==> src/rtl/dec_jump_link_ras_if.sv <==
// dec_jump_link_ras_if: fetch/decode-side request and registered jump-decode results
interface dec_jump_link_ras_if #(parameter int ADDR_W = 40, parameter int PTR_W = 3);
  logic              in_valid;
  logic              stall;
  logic              flush;
  logic [ADDR_W-1:0] PC;
  logic [31:0]       Instruction;
  logic              out_valid;
  logic              jal_ena;
  logic              jalr_ena;
  logic [ADDR_W-1:0] jump_target;
  logic [ADDR_W-1:0] link_addr;
  logic              ret_pred_valid;
  logic [ADDR_W-1:0] ret_pred_addr;
  logic [PTR_W:0]    ras_count;
  modport master (
    output in_valid, stall, flush, PC, Instruction,
    input  out_valid, jal_ena, jalr_ena, jump_target, link_addr, ret_pred_valid, ret_pred_addr, ras_count
  );
  modport slave (
    input  in_valid, stall, flush, PC, Instruction,
    output out_valid, jal_ena, jalr_ena, jump_target, link_addr, ret_pred_valid, ret_pred_addr, ras_count
  );
endinterface

==> src/rtl/dec_jump_link_ras.sv <==
// dec_jump_link_ras: registered JAL/JALR decode with link-hinted circular return-address stack
module dec_jump_link_ras #(
  parameter int ADDR_W    = 40,
  parameter int RAS_DEPTH = 8,
  parameter int PTR_W     = 3
) (
  input logic CLK,
  input logic RST,
  dec_jump_link_ras_if.slave bus
);
  localparam logic [PTR_W:0] FULL = (PTR_W+1)'(RAS_DEPTH);
  logic [ADDR_W-1:0] ras [RAS_DEPTH];
  logic [PTR_W-1:0]  ptr;
  logic [PTR_W:0]    count;
  logic              is_jal, is_jalr, link_rd, link_rs1, acc, push, pop, have;
  logic [4:0]        rd, rs1;
  logic [ADDR_W-1:0] imm, target, link;
  always_comb begin
    rd       = bus.Instruction[11:7];
    rs1      = bus.Instruction[19:15];
    is_jal   = bus.Instruction[6:0] == 7'b1101111;
    is_jalr  = bus.Instruction[6:0] == 7'b1100111 && bus.Instruction[14:12] == 3'b000;
    link_rd  = rd == 5'd1 || rd == 5'd5;
    link_rs1 = rs1 == 5'd1 || rs1 == 5'd5;
    imm      = {{(ADDR_W-20){bus.Instruction[31]}}, bus.Instruction[19:12], bus.Instruction[20],
                bus.Instruction[30:21], 1'b0};
    target   = bus.PC + imm;
    link     = bus.PC + ADDR_W'(4);
    acc      = bus.in_valid & ~bus.stall & ~bus.flush;
    push     = acc & (is_jal | is_jalr) & link_rd;
    pop      = acc & is_jalr & link_rs1 & (~link_rd | rd != rs1);
    have     = count != '0;
  end
  assign bus.ras_count = count;
  always_ff @(posedge CLK) begin
    if (RST) begin
      bus.out_valid      <= 1'b0;
      bus.jal_ena        <= 1'b0;
      bus.jalr_ena       <= 1'b0;
      bus.jump_target    <= '0;
      bus.link_addr      <= '0;
      bus.ret_pred_valid <= 1'b0;
      bus.ret_pred_addr  <= '0;
      ptr                <= '0;
      count              <= '0;
    end else begin
      if (acc) begin
        bus.out_valid      <= is_jal | is_jalr;
        bus.jal_ena        <= is_jal;
        bus.jalr_ena       <= is_jalr;
        bus.jump_target    <= target;
        bus.link_addr      <= link;
        bus.ret_pred_valid <= pop & have;
        bus.ret_pred_addr  <= pop & have ? ras[ptr] : '0;
      end else if (bus.flush | ~bus.stall) begin
        bus.out_valid      <= 1'b0;
        bus.jal_ena        <= 1'b0;
        bus.jalr_ena       <= 1'b0;
        bus.ret_pred_valid <= 1'b0;
        bus.ret_pred_addr  <= '0;
      end
      // pop-then-push replaces the top in place, so only the count may move
      if (push & ~pop) begin
        ptr   <= ptr + 1'b1;
        count <= count == FULL ? count : count + 1'b1;
      end else if (pop & ~push & have) begin
        ptr   <= ptr - 1'b1;
        count <= count - 1'b1;
      end else if (pop & push & ~have) begin
        count <= (PTR_W+1)'(1);
      end
    end
  end
  always_ff @(posedge CLK)
    if (!RST && push) ras[pop ? ptr : ptr + 1'b1] <= link;
endmodule

==> src/flat_wrapper.sv <==
// flat-port wrapper written by rule: the top's interface ports become plain ports
module dec_jump_link_ras_flat 
#(
  parameter int ADDR_W    = 40,
  parameter int RAS_DEPTH = 8,
  parameter int PTR_W     = 3
)
  (CLK, RST, bus_in_valid, bus_stall, bus_flush, bus_PC, bus_Instruction, bus_out_valid, bus_jal_ena, bus_jalr_ena, bus_jump_target, bus_link_addr, bus_ret_pred_valid, bus_ret_pred_addr, bus_ras_count);
  dec_jump_link_ras_if #(.ADDR_W(ADDR_W), .PTR_W(PTR_W)) bus_i ();
  input logic CLK;
  input logic RST;
  input wire logic [$bits(bus_i.in_valid)-1:0] bus_in_valid;
  input wire logic [$bits(bus_i.stall)-1:0] bus_stall;
  input wire logic [$bits(bus_i.flush)-1:0] bus_flush;
  input wire logic [$bits(bus_i.PC)-1:0] bus_PC;
  input wire logic [$bits(bus_i.Instruction)-1:0] bus_Instruction;
  output wire logic [$bits(bus_i.out_valid)-1:0] bus_out_valid;
  output wire logic [$bits(bus_i.jal_ena)-1:0] bus_jal_ena;
  output wire logic [$bits(bus_i.jalr_ena)-1:0] bus_jalr_ena;
  output wire logic [$bits(bus_i.jump_target)-1:0] bus_jump_target;
  output wire logic [$bits(bus_i.link_addr)-1:0] bus_link_addr;
  output wire logic [$bits(bus_i.ret_pred_valid)-1:0] bus_ret_pred_valid;
  output wire logic [$bits(bus_i.ret_pred_addr)-1:0] bus_ret_pred_addr;
  output wire logic [$bits(bus_i.ras_count)-1:0] bus_ras_count;
  assign bus_i.in_valid = bus_in_valid;
  assign bus_i.stall = bus_stall;
  assign bus_i.flush = bus_flush;
  assign bus_i.PC = bus_PC;
  assign bus_i.Instruction = bus_Instruction;
  assign bus_out_valid = bus_i.out_valid;
  assign bus_jal_ena = bus_i.jal_ena;
  assign bus_jalr_ena = bus_i.jalr_ena;
  assign bus_jump_target = bus_i.jump_target;
  assign bus_link_addr = bus_i.link_addr;
  assign bus_ret_pred_valid = bus_i.ret_pred_valid;
  assign bus_ret_pred_addr = bus_i.ret_pred_addr;
  assign bus_ras_count = bus_i.ras_count;
  dec_jump_link_ras #(.ADDR_W(ADDR_W), .RAS_DEPTH(RAS_DEPTH), .PTR_W(PTR_W)) u_core (.CLK(CLK), .RST(RST), .bus(bus_i));
endmodule
==> config.mk <==
export PLATFORM = sky130hd
export DESIGN_NAME = dec_jump_link_ras_flat
export DESIGN_NICKNAME = d
export VERILOG_FILES = /design/src/rtl/dec_jump_link_ras_if.sv /design/src/rtl/dec_jump_link_ras.sv /design/src/flat_wrapper.sv
export SDC_FILE = /design/constraint.sdc
export NUM_CORES = 1
export LEC_CHECK = 0
export CAP_MARGIN = 15
export CORE_MARGIN = 4
export CORE_UTILIZATION = 35
export DETAILED_ROUTE_END_ITERATION = 10
export MAX_ROUTING_LAYER = met4
export SLEW_MARGIN = 0
export SYNTH_ARGS = -nofsm -noshare
export SYNTH_HDL_FRONTEND = slang
export SYNTH_SLANG_ARGS = --single-unit
==> constraint.sdc <==
create_clock -name CLK -period 6.9 [get_ports CLK]
set_input_delay 1.035 -clock CLK [delete_from_list [all_inputs] [get_ports CLK]]
set_output_delay 1.035 -clock CLK [all_outputs]
set_load 0.03 [all_outputs]
==> flow_metrics.env <==
export IMPL_status="complete, no violations"
export IMPL_reg2reg_depth=5
export IMPL_holdPathEnd="u_core.bus.jump_target[3]"
export IMPL_ir_worst_vdd_v=0.000137
export IMPL_drtIter0Drc=893
export IMPL_drive_above_1_share_pct=14.0
export IMPL_max_freq_mhz=217
export IMPL_avgViaCountPerCell=5.26
export IMPL_rows=87
export IMPL_gp_congestion=0.902
export IMPL_finalHoldViolations=0
export IMPL_cp_max_fo=66
export IMPL_boundaryPins=205
export IMPL_swShare_pct=24.6
export IMPL_met2_usage_pct=28.4
export IMPL_grt_start_max_net_pins=80
export IMPL_first_global_vias=13386
export IMPL_worstHoldStart="u_core.bus.jump_target[3]"
export IMPL_dieArea_um2=60800
export IMPL_dp_hpwl_um=36200
export IMPL_layout_commonest_cell="edfxtp_1"
export IMPL_wl_per_cell_um=21.4
export IMPL_ctsHoldBuffers=0
export IMPL_max_stage_delay_ns=0.71
export IMPL_wl_um=53000
export IMPL_criticalPathCategory="input port to flop"
export IMPL_power_frac_comb_pct=10.6
export IMPL_fin_tns_setup_ns=0
export IMPL_drt_drc_violations_left=0
export IMPL_ant_nets=0
export IMPL_syn_nets=1609
export IMPL_finalClockSkew_ns=0.0170
export IMPL_cp_cell_sequence="clkdlybuf4s50_1, or3b_2, buf_4, nor3_2, nand3_1, xnor2_1, nand2b_1, nor2b_4, buf_4"
export IMPL_whs_path_depth=2
export IMPL_grt_overflow=0
export IMPL_grt_busiest_layer="met2"
export IMPL_htreeDepth=2
export IMPL_grtUsageMet3_pct=3.27
export IMPL_port_buffers=204
export IMPL_cp_data_required_time_ns=7.15
export IMPL_grt_usage_pct=17.8
export IMPL_ys_types=73
export IMPL_path_buf_inv=3
export IMPL_placed_area_um2=22900
export IMPL_cts_tree="done"
export IMPL_layout_common_cells="edfxtp_1 (320), clkdlybuf4s50_1 (203), nor2_1 (147)"
export IMPL_yosysSeqAreaShare_pct=61.6
export IMPL_syn2layout_area_growth_pct=21.6
export IMPL_fin_util_pct=43.0
export IMPL_die_h_um=247
export IMPL_seq_area_um2=12300
export IMPL_period_share_pct=66.9
export IMPL_grt_pass1_wl_um=81100
export IMPL_postLayoutCellArea_um2=24200
export IMPL_synth_edf_count=320
export IMPL_dr_pass1_iters=5
export IMPL_vias=13035
export IMPL_clk_pin_slew_ns=0.06
export IMPL_die_x_um=247
export IMPL_clockBufferDepth=3
export IMPL_nets=1805
export IMPL_grt_util_met1_pct=23.7
export IMPL_setup_viol=0
export IMPL_max_slew_margin_rel_pct=21.7
export IMPL_period_minus_slack_ns=4.61
export IMPL_critPathSlowestCell="nor2b_4"
export IMPL_min_path_type="flop to flop"
export IMPL_ys_seq_elements=453
export IMPL_pwr_share_clk_pct=39.1
export IMPL_cts_buffers=46
export IMPL_drv_cap=0
export IMPL_worst_pin_slew_ns=1.18
export IMPL_cellLeakagePower_nw=7.99
export IMPL_ctsResizeCount=0
export IMPL_critPathMostFrequentCell="buf_4"
export IMPL_startpoint="bus_flush"
export IMPL_reg2reg_to="u_core.bus.ret_pred_addr[20]"
export IMPL_cp_arrival_ns=4.86
export IMPL_pwr_share_seq_pct=50.3
export IMPL_syn_avg_cell_area_um2=13.4
export IMPL_cts_num_sinks=453
export IMPL_critPathTopFamily="simple AND/OR/NAND/NOR gates"
export IMPL_yosys_warnings=0
export IMPL_n_fill_cell=5251
export IMPL_postCtsSetupRepairBufs=0
export IMPL_insertion_delay_ns=0.58
export IMPL_p_switching_w=0.00144
export IMPL_start_util_pct=35.3
export IMPL_multiInputGateArea_um2=7310
export IMPL_p_per_area_nw_per_um2=242
export IMPL_antenna_found_initial=1
export IMPL_cts_root_buf="clkbuf_16"
export IMPL_syn_inst=1487
export IMPL_p_int_w=0.00443
export IMPL_worst_setup_path_start_kind="input port"
export IMPL_core_um2=56400
export IMPL_syn_area_um2=19900
export IMPL_synthFlopType="edfxtp_1"
export IMPL_grt_setup_unrepaired="no"
export IMPL_r2r_setup_slack_ns=3.85
export IMPL_drv_slew=0
export IMPL_critPathCaptureType="flop"
export IMPL_async_flop_share_pct=0
## Yosys cell counts (20+ instances only)
cell type	n	area [µm²]
edfxtp_1	320	9610
nor2_1	154	578
dfxtp_1	133	2660
nand2_1	99	372
mux4_2	80	1800
a21oi_1	78	390
clkbuf_1	61	229
o21ai_0	46	230
a22oi_1	45	338
ha_1	44	551
mux2_2	41	462
nand3_1	38	190
xnor2_1	38	333
nor3_1	36	180
inv_1	31	116
nand4_1	20	125
## power by group through the flow
stage	registers, W	logic, W	clock network (W)
2_1_floorplan	0.00305	0.000336	0
6_report	0.00295	0.000625	0.00229
4_1_cts	0.00295	0.000626	0.00236
3_5_place_dp	0.00301	0.000622	0
5_1_grt	0.00295	0.000679	0.00247
3_3_place_gp	0.00301	0.000618	0
## state kept, by name, summed over array words and instances, names as in the netlist, named ones only
signal and flops:
u_core.ras 320, u_core.bus.link_addr 40, u_core.bus.ret_pred_addr 40, u_core.bus.jump_target 39, u_core.bus.ras_count 4, u_core.ptr 3
u_core.bus.jal_ena 1, u_core.bus.jalr_ena 1, u_core.bus.out_valid 1, u_core.bus.ret_pred_valid 1
## tightest hold or removal path, stage by stage, from the launching register on
cell and delay [ns]:
dfxtp_1 0.31, nand2_1 0.05, a21oi_1 0.05
## area by class of cell
| type | instances | area share (%) |
|---|---|---|
| Tap cell | 756 | 3.90 |
| Clock buffer | 57 | 4.96 |
| Antenna cell | 1 | 0.0103 |
| Inverter | 31 | 0.480 |
| Clock inverter | 27 | 0.687 |
| Sequential cell | 453 | 50.7 |
| Timing Repair Buffer | 225 | 9.07 |
| Multi-Input combinational cell | 926 | 30.2 |
## layer usage
layer  share of wire [%]  up-vias  wire length, µm
met1                  45     6489            23700
li1                    -     6080                -
met5                   0        -                0
met2                  48      378            25200
met3                 5.1       88             2720
met4                 2.6        0             1370
## kinds of logic (layout without fill, tap and decap cells)
kind of cell | count (synthesis) | after routing | synth area share [%]
simple gates | 425 | 425 | 10.1
compound gates | 277 | 277 | 9.44
flops | 453 | 453 | 61.6
buf+inv | 108 | 340 | 2.11
mux | 122 | 122 | 11.4
fa+ha+maj | 45 | 45 | 2.86
xor+xnor | 57 | 57 | 2.51
other cells | 0 | 1 | 0
## metrics by stage
stage / cells / total power [W] / hold slack, ns / setup slack (ns)
floorplan: 1487 / 0.00339 / 0.526 / 2.23
global placement: 2391 / 0.00363 / 0.445 / 1.77
detailed placement: 2391 / 0.00363 / 0.445 / 1.67
CTS: 2475 / 0.00594 / 0.453 / 2.28
global route: 2476 / 0.00611 / 0.482 / 2.01
finish: 2476 / 0.00587 / 0.451 / 2.29
## worst max path at each step
stage / end / slack (ns) / depth (start not counted)
final: u_core.ras[0][24] / 2.29 / 9
after global placement: u_core.ras[0][24] / 1.77 / 9
after CTS: u_core.ras[0][23] / 2.28 / 9
after detailed placement: u_core.ras[0][32] / 1.67 / 9
after floorplan: u_core.ras[0][0] / 2.23 / 7
after global routing: u_core.ras[0][26] / 2.01 / 9
(Power assumes the default switching activity.)
